==> config.mk <==
export PLATFORM = sky130hd
export DESIGN_NAME = serial_subtractor_flat
export DESIGN_NICKNAME = d
export VERILOG_FILES = /design/src/rtl/serial_subtractor_if.sv /design/src/rtl/serial_subtractor.sv /design/src/flat_wrapper.sv
export SDC_FILE = /design/constraint.sdc
export NUM_CORES = 1
export LEC_CHECK = 0
export CORE_MARGIN = 2
export CORE_UTILIZATION = 35
export DETAILED_ROUTE_END_ITERATION = 12
export HOLD_SLACK_MARGIN = 0.08
export SLEW_MARGIN = 20
export SYNTH_ARGS = -nofsm -noshare
export SYNTH_HDL_FRONTEND = slang
export SYNTH_SLANG_ARGS = --single-unit
==> constraint.sdc <==
create_clock -name clk_in -period 1.5 [get_ports clk_in]
set_input_delay 0.45 -clock clk_in [delete_from_list [all_inputs] [get_ports clk_in]]
set_output_delay 0.45 -clock clk_in [all_outputs]
set_load 0.005 [all_outputs]
==> src/rtl/serial_subtractor_if.sv <==
// Operand/result bundle for serial_subtractor; mode_in exists only when
// SERIAL_SUBTRACTOR_ADD_MODE_EN is defined.
interface serial_subtractor_if #(
  parameter int WIDTH = 8
) ();
  // start_in is a request sampled only while the block is idle: there is no
  // ready signal, the source watches busy_out (low = a start will be taken on
  // this edge) and done_out marks the single cycle in which diff_out/borrow_out
  // first carry the new result.
  logic             start_in;
  logic [WIDTH-1:0] a_in;
  logic [WIDTH-1:0] b_in;
`ifdef SERIAL_SUBTRACTOR_ADD_MODE_EN
  logic             mode_in;
`endif
  logic             busy_out;
  logic             diff_bit_out;
  logic             diff_bit_valid_out;
  logic [WIDTH-1:0] diff_out;
  logic             borrow_out;
  logic             done_out;
  logic [1:0]       state_dbg_out;

`ifdef SERIAL_SUBTRACTOR_ADD_MODE_EN
  modport master (
    output start_in, a_in, b_in, mode_in,
    input  busy_out, diff_bit_out, diff_bit_valid_out, diff_out, borrow_out,
    input  done_out, state_dbg_out
  );
  modport slave (
    input  start_in, a_in, b_in, mode_in,
    output busy_out, diff_bit_out, diff_bit_valid_out, diff_out, borrow_out,
    output done_out, state_dbg_out
  );
`else
  modport master (
    output start_in, a_in, b_in,
    input  busy_out, diff_bit_out, diff_bit_valid_out, diff_out, borrow_out,
    input  done_out, state_dbg_out
  );
  modport slave (
    input  start_in, a_in, b_in,
    output busy_out, diff_bit_out, diff_bit_valid_out, diff_out, borrow_out,
    output done_out, state_dbg_out
  );
`endif
endinterface

==> src/rtl/serial_subtractor.sv <==
// Bit-serial A - B, LSB first, with a single borrow flip-flop.
// Defining SERIAL_SUBTRACTOR_ADD_MODE_EN adds mode_in (1 = full-adder cell).
module serial_subtractor #(
  parameter int WIDTH = 8
) (
  input logic                clk_in,
  input logic                rst_in,
  serial_subtractor_if.slave bus_if
);
  localparam int CW = $clog2(WIDTH);
  localparam logic [CW-1:0] LAST = CW'(WIDTH - 1);

  typedef enum logic [1:0] {
    IDLE  = 2'd0,
    SHIFT = 2'd1,
    DONE  = 2'd2
  } state_e;

  state_e           state_q, state_d;
  logic [WIDTH-1:0] a_sr_q, a_sr_d;
  logic [WIDTH-1:0] b_sr_q, b_sr_d;
  logic [WIDTH-1:0] res_q, res_d;
  logic [WIDTH-1:0] diff_q, diff_d;
  logic             br_q, br_d;
  logic             borrow_q, borrow_d;
  logic [CW-1:0]    cnt_q, cnt_d;
  logic             bit_a, bit_b, cell_sum, cell_br;

`ifdef SERIAL_SUBTRACTOR_ADD_MODE_EN
  logic mode_q, mode_d;

  always_comb begin
    mode_d = mode_q;
    if (state_q == IDLE && bus_if.start_in) mode_d = bus_if.mode_in;
  end

  always_ff @(posedge clk_in) begin
    if (rst_in) mode_q <= 1'b0;
    else        mode_q <= mode_d;
  end
`endif

  // Half/full subtractor cell; the add cell reuses the same sum term.
  always_comb begin
    bit_a    = a_sr_q[0];
    bit_b    = b_sr_q[0];
    cell_sum = bit_a ^ bit_b ^ br_q;
    cell_br  = (~bit_a & bit_b) | (~(bit_a ^ bit_b) & br_q);
`ifdef SERIAL_SUBTRACTOR_ADD_MODE_EN
    if (mode_q) cell_br = (bit_a & bit_b) | (br_q & (bit_a ^ bit_b));
`endif
  end

  always_ff @(posedge clk_in) begin
    if (rst_in) begin
      state_q  <= IDLE;
      a_sr_q   <= '0;
      b_sr_q   <= '0;
      res_q    <= '0;
      diff_q   <= '0;
      br_q     <= 1'b0;
      borrow_q <= 1'b0;
      cnt_q    <= '0;
    end else begin
      state_q  <= state_d;
      a_sr_q   <= a_sr_d;
      b_sr_q   <= b_sr_d;
      res_q    <= res_d;
      diff_q   <= diff_d;
      br_q     <= br_d;
      borrow_q <= borrow_d;
      cnt_q    <= cnt_d;
    end
  end

  always_comb begin
    state_d = state_q;
    case (state_q)
      IDLE:    if (bus_if.start_in) state_d = SHIFT;
      SHIFT:   if (cnt_q == LAST) state_d = DONE;
      DONE:    state_d = IDLE;
      default: state_d = IDLE;
    endcase
  end

  // Result bits enter at the MSB so after WIDTH shifts bit 0 sits at bit 0.
  always_comb begin
    a_sr_d   = a_sr_q;
    b_sr_d   = b_sr_q;
    res_d    = res_q;
    diff_d   = diff_q;
    br_d     = br_q;
    borrow_d = borrow_q;
    cnt_d    = cnt_q;
    case (state_q)
      IDLE: begin
        if (bus_if.start_in) begin
          a_sr_d = bus_if.a_in;
          b_sr_d = bus_if.b_in;
          br_d   = 1'b0;
          cnt_d  = '0;
        end
      end
      SHIFT: begin
        a_sr_d = a_sr_q >> 1;
        b_sr_d = b_sr_q >> 1;
        res_d  = {cell_sum, res_q[WIDTH-1:1]};
        br_d   = cell_br;
        cnt_d  = cnt_q + 1'b1;
        if (cnt_q == LAST) begin
          diff_d   = {cell_sum, res_q[WIDTH-1:1]};
          borrow_d = cell_br;
        end
      end
      default: ;
    endcase
  end

  always_comb begin
    bus_if.busy_out           = (state_q != IDLE);
    bus_if.diff_bit_valid_out = (state_q == SHIFT);
    bus_if.diff_bit_out       = (state_q == SHIFT) ? cell_sum : 1'b0;
    bus_if.diff_out           = diff_q;
    bus_if.borrow_out         = borrow_q;
    bus_if.done_out           = (state_q == DONE);
    bus_if.state_dbg_out      = state_q;
  end
endmodule
==> src/flat_wrapper.sv <==
// flat-port wrapper written by rule: the top's interface ports become plain ports
module serial_subtractor_flat 
#(
  parameter int WIDTH = 8
)
  (clk_in, rst_in, bus_if_start_in, bus_if_a_in, bus_if_b_in, bus_if_busy_out, bus_if_diff_bit_out, bus_if_diff_bit_valid_out, bus_if_diff_out, bus_if_borrow_out, bus_if_done_out, bus_if_state_dbg_out);
  serial_subtractor_if #(.WIDTH(WIDTH)) bus_if_i ();
  input logic clk_in;
  input logic rst_in;
  input wire logic [$bits(bus_if_i.start_in)-1:0] bus_if_start_in;
  input wire logic [$bits(bus_if_i.a_in)-1:0] bus_if_a_in;
  input wire logic [$bits(bus_if_i.b_in)-1:0] bus_if_b_in;
  output wire logic [$bits(bus_if_i.busy_out)-1:0] bus_if_busy_out;
  output wire logic [$bits(bus_if_i.diff_bit_out)-1:0] bus_if_diff_bit_out;
  output wire logic [$bits(bus_if_i.diff_bit_valid_out)-1:0] bus_if_diff_bit_valid_out;
  output wire logic [$bits(bus_if_i.diff_out)-1:0] bus_if_diff_out;
  output wire logic [$bits(bus_if_i.borrow_out)-1:0] bus_if_borrow_out;
  output wire logic [$bits(bus_if_i.done_out)-1:0] bus_if_done_out;
  output wire logic [$bits(bus_if_i.state_dbg_out)-1:0] bus_if_state_dbg_out;
  assign bus_if_i.start_in = bus_if_start_in;
  assign bus_if_i.a_in = bus_if_a_in;
  assign bus_if_i.b_in = bus_if_b_in;
  assign bus_if_busy_out = bus_if_i.busy_out;
  assign bus_if_diff_bit_out = bus_if_i.diff_bit_out;
  assign bus_if_diff_bit_valid_out = bus_if_i.diff_bit_valid_out;
  assign bus_if_diff_out = bus_if_i.diff_out;
  assign bus_if_borrow_out = bus_if_i.borrow_out;
  assign bus_if_done_out = bus_if_i.done_out;
  assign bus_if_state_dbg_out = bus_if_i.state_dbg_out;
  serial_subtractor #(.WIDTH(WIDTH)) u_core (.clk_in(clk_in), .rst_in(rst_in), .bus_if(bus_if_i));
endmodule
### Yosys cells after proc, flatten, opt, wreduce, memory -nomap -nowiden

Cells that the tools add are included.

* output and inout bits: 15
* RAM bits: 0
* memory bits (read-only): 0
* memories kept: 0
* bits in latches: 0
* flip-flop bits (word level): 39
* bits of input ports: 19

* divide/modulo/power cells: 0
* $add $sub $neg: 1
* multiply operators: 0
* shift operators: 0
* magnitude comparators: 0
* reductions and logical operators: 6
* mux-type cells: 12
* bitwise operators: 7
* eq/ne operators: 5

Operators by type and width (count)
* 8-bit case mux with 2 select lines: 2
* 8-bit two-way mux: 2
* 3-bit case mux with 2 select lines: 1
* 2-bit AND reduction: 3
* 2-bit two-way mux: 2
* 2-bit case mux with 2 select lines: 1
* 2-bit nonzero test: 2
* 3-bit by 1-bit adder with 3-bit output (second input constant): 1
* 3-bit == test (second input constant): 1
* 3-bit two-way mux: 1
* 1-bit bitwise AND: 2
* 2-bit by 1-bit == test with 1-bit output (second input constant): 1
* 2-bit == test (second input constant): 1
* 2-bit logical NOT: 1
* 1-bit two-way mux: 2
* 2-bit by 1-bit inequality test with 1-bit output (second input constant): 1
* 2-bit inequality test (second input constant): 1
* 1-bit NOT: 2
* 1-bit case mux with 2 select lines: 1
* 1-bit bitwise XOR: 2
* 1-bit bitwise OR: 1

### Logic depth before layout (Yosys ltp)

Gate-level depths: netlist of run 1.

* depth after elaboration: 5
* depth in mapped cells: 6
* mapped depth without buffers: 5

### Least setup slack after synthesis of run 1

No wires, ideal clock.

* kind: reg2out
* start: register u_core.state_q[0] (netlist: u_core.bus_if.state_dbg_out[0])
* end: output port bus_if_diff_bit_out
* setup slack: 0.034 ns
* buffers on the path: 2
* data arrival time: 1.016 ns
* stages on the path, launching flop included: 7
* cells stage by stage: dfxtp_1 > buf_2 > nand2b_1 > inv_1 > buf_2 > nand2_1 > inv_1

* longest elaborated chain between the ends: 2

RTL lines
* start, declared: RTL line serial_subtractor.sv:19 `state_e state_q, state_d;`
* start signal, assigned: RTL line serial_subtractor.sv:65 `state_q <= state_d;`
* 2-bit by 1-bit == test with 1-bit output
* via bus_if_diff_bit_valid_out: RTL line flat_wrapper.sv:15 `output wire logic [$bits(bus_if_i.diff_bit_valid_out)-1:0] bus_if_diff_bit_valid_out;`
* 1-bit two-way mux: RTL line serial_subtractor.sv:122 `bus_if.diff_bit_out = (state_q == SHIFT) ? cell_sum : 1'b0;`
* end, declared: RTL line flat_wrapper.sv:14 `output wire logic [$bits(bus_if_i.diff_bit_out)-1:0] bus_if_diff_bit_out;`

The timed path passes the listed nets, and every way through them passes these cells.

### Worst setup path in the final report of run 1

* start: register u_core.b_sr_q[0]
* end: output port bus_if_diff_bit_out

* longest elaborated chain between the ends: 3

RTL lines
* start, declared: RTL line serial_subtractor.sv:21 `logic [WIDTH-1:0] b_sr_q, b_sr_d;`
* start signal, assigned: RTL line serial_subtractor.sv:67 `b_sr_q <= b_sr_d;`
* 1-bit bitwise XOR (2 in a row): RTL line serial_subtractor.sv:47 `cell_sum = bit_a ^ bit_b ^ br_q;`
* via u_core.cell_sum: RTL line serial_subtractor.sv:27 `logic bit_a, bit_b, cell_sum, cell_br;`
* 1-bit two-way mux: RTL line serial_subtractor.sv:122

The timed path passes the listed nets, and every way through them passes these cells.

==> results.yml, run 1 <==
route:
  wl_um: 3640
  first_pass_iters: 4
  drc: 0
  wl_per_cell_um: 13.5
  route.vias.total: 1350
  drt_first_iter_violations: 73
  via_per_inst: 5.02
  detail-route-antenna-nets: 0
die:
  die_area_sq_um: 5000
  rows: 24
  ioPinCount: 34
  core_area_sq_um: 4320
  initial_core_util: 0.361
  die_h_um: 70.7
  die_x_um: 70.7
synth:
  synth_enable_flop_cells: 0
  synth.top_cells.by_area: "dfxtp_1 (49%), o221ai_2 (9.6%), nor2_1 (7.7%), a21oi_1 (6.1%), nand2_1 (5.3%)"
  yosysSeqAreaShare: 0.488
  synth_top_area_cell: "dfxtp_1"
  dominantRegCellSynth: "dfxtp_1"
  synthArstFlopShare: 0
  syn_nets: 194
  yosys_warnings: 0
  post-synth-top-count-cell: "dfxtp_1"
  synthTopCellsByCount: "dfxtp_1 (38), nor2_1 (32), nand2_1 (22), a21oi_1 (19), o221ai_2 (10)"
  syn_area_sq_um: 1560
  avgSynthCellArea_sq_um: 9.06
  ys_seq_elements: 38
  yosysTopAreaCellShare: 0.488
  syn_inst: 172
  netlist-cell-type-count: 27
timing:
  fin_crit_sh: 1.27
  drv_slew: 0
  relSlewSlack: 0.734
  skew_ns: 0.00591
  setup_viol: 3
  setup_tns_ns: -0.502
  hold_viol: 0
  period_needed_ns: 1.90
  fmax_ghz: 0.527
  rsz0062_at_grt: "yes"
  worst_slack_ns: -0.398
  worstMarginPinSlew_ns: 0.398
clock_network:
  clock_sinks: 38
  hold_buffers: 0
  htree_levels: 2
  numCtsBuffers: 5
  cts-root-buf: "clkbuf_8"
  clkTransAtPathRegs_ns: 0.08
  clockBufferDepth: 2
  worstSkewPairLatency_ns: 0.30
  cts_tree: "built"
placement:
  gp_congestion: 0.736
  placed_cells: 259
  io_buffer_count: 33
  dp_hpwl_um: 2410
status:
  outcome: "complete, but fails checks"
  violations: "negative setup slack"
worst_setup_path:
  start_kind: "flop"
  path_max_fanout: 2
  crit_path_end_kind: "output port"
  arrival_ns: 1.45
  r2r-start: "u_core.bus_if.state_dbg_out[1]$_SDFFE_PP0P_"
  worst-setup-path-type: "flop to output port"
  cp.required_ns: 1.05
  critPathLaunch: "u_core.b_sr_q[0]$_SDFFE_PP0P_"
global_route:
  grt_antenna_before_repair: 0
  grt_overflow: 0
  grtUsageTotal: 0.159
  grt_pass1_wl_um: 6290
  grt_max_degree: 25
  grt_pass1_vias: 1422
finish:
  final_net_count: 238
  synthToLayoutAreaGrowth_pct: 46.3
  stdcell_count: 269
  drive_gt1_frac: 0.276
  antennaDiodeCount: 0
  fin_util: 0.527
job:
  max_cap_violations: 0
min_path:
  hp-start: "u_core.bus_if.diff_out[4]$_SDFFE_PP0P_"
  holdCritPathClass: "flop to flop"
pwr:
  power_mw: 2.48
  power_density_nw_per_um2: 1090
  vdd_ir_drop_max_v: 0.000630
  p_leak_nw: 0.897
==> routing by layer <==
metal  part of all wire  vias up  track usage  routed length, um
met5                  0        -            0                  0
met4              0.025        0       0.0818                 91
met3              0.045        7       0.0385                163
met2               0.50       28        0.279               1830
met1               0.43      635        0.178               1550
li1                   -      680            -                  -
==> state kept, by name, summed over array words and instances, names as in the netlist <==
name,cells
u_core.res_q,7
u_core.bus_if.borrow_out,1
u_core.bus_if.diff_out,8
u_core.b_sr_q,8
u_core.a_sr_q,8
u_core.cnt_q,3
u_core.br_q,1
u_core.bus_if.state_dbg_out,2
==> power breakdown <==
group / switching, mW / total (mW) / internal, mW
sequential: 0.0364 / 1.09 / 1.06
combinational: 0.154 / 0.332 / 0.178
clock: 0.393 / 1.06 / 0.666
total: 0.584 / 2.48 / 1.90
==> stage by stage <==
step	worst slack (ns)	area (sq um)	hold slack, ns
after CTS	-0.411	2230	0.455
after floorplan	0.0342	1560	0.437
final	-0.398	2280	0.453
after global routing	-0.447	2280	0.467
after detailed placement	-0.479	2000	0.446
after global placement	-0.459	2000	0.443
==> final timing paths <==
| kind | slack, ns | depth (start not counted) | end |
|---|---|---|---|
| worst max-delay path | -0.40 | 5 | bus_if_diff_bit_out |
| worst min-delay path | 0.45 | 2 | u_core.bus_if.diff_out[4]$_SDFFE_PP0P_ |
| worst max register to register | 0.04 | 6 | u_core.b_sr_q[5]$_SDFFE_PP0P_ |
| worst min register to register | 0.45 | 2 | u_core.bus_if.diff_out[4]$_SDFFE_PP0P_ |
==> kinds of logic after synthesis <==
family,synth area share
AOI/OAI and AO/OA,0.228
adders and majority gates,0.0289
buffers and inverters,0.0634
DFF,0.488
and+or+nand+nor,0.192
==> what timing repair did <==
action,4_1_cts,5_1_grt
cloned,1,0
setup buffers,1,0
pin swaps,12,17
endpoints found under the setup margin,27,18
resized for setup,61,7
==> critical path, cell delays in order (launching register included) <==
cell,delay (ns)
dfxtp_2,0.33
inv_2,0.04
fa_1,0.55
nand2_1,0.07
inv_1,0.05
buf_2,0.10
==> layout make-up <==
cell class              count  area [sq um]
well taps                  52          65.1
repair buffers             50           500
flip-flops and latches     38           774
clock buffers               5          68.8
inverters                   5          21.3
fillers                   406          2040
clock inverters             3          68.8
multi-input cells         116           782
==> layout by cell type (no fill, tap or decap), drive strengths merged <==
cell,instances
nor2,32
o21bai,1
o21ai,2
nand2b,1
dlygate4sd2,10
or2,1
dfxtp,38
nand3b,3
bufinv,2
clkinv,1
o221ai,14
clkdlybuf4s50,17
clkdlybuf4s15,1
a311oi,1
a2bb2oi,1
a211oi,2
clkbuf,5
a21oi,19
o21ba,1
nand2,22
ha,2
fa,1
or3b,1
a22oi,2
inv,5
nor2b,2
nand3,8
buf,22
(Power assumes the default switching activity.)
==> run 2: changes to the inputs <==
--- a/config.mk
+++ b/config.mk
@@ -9,7 +9,6 @@
 export CORE_UTILIZATION = 35
 export DETAILED_ROUTE_END_ITERATION = 12
 export HOLD_SLACK_MARGIN = 0.08
-export SLEW_MARGIN = 20
 export SYNTH_ARGS = -nofsm -noshare
 export SYNTH_HDL_FRONTEND = slang
 export SYNTH_SLANG_ARGS = --single-unit
==> results of run 2 <==
No change in the layout: final DEF, timing and power equal those of run 1.
==> run 3: changes to the inputs <==
--- a/config.mk
+++ b/config.mk
@@ -5,10 +5,12 @@
 export SDC_FILE = /design/constraint.sdc
 export NUM_CORES = 1
 export LEC_CHECK = 0
+export ABC_CLOCK_PERIOD_IN_PS = 1500
 export CORE_MARGIN = 2
 export CORE_UTILIZATION = 35
 export DETAILED_ROUTE_END_ITERATION = 12
 export HOLD_SLACK_MARGIN = 0.08
+export SLEW_MARGIN = 10
 export SYNTH_ARGS = -nofsm -noshare
 export SYNTH_HDL_FRONTEND = slang
 export SYNTH_SLANG_ARGS = --single-unit
==> results of run 3 <==
No change in the layout: final DEF, timing and power equal those of run 1.
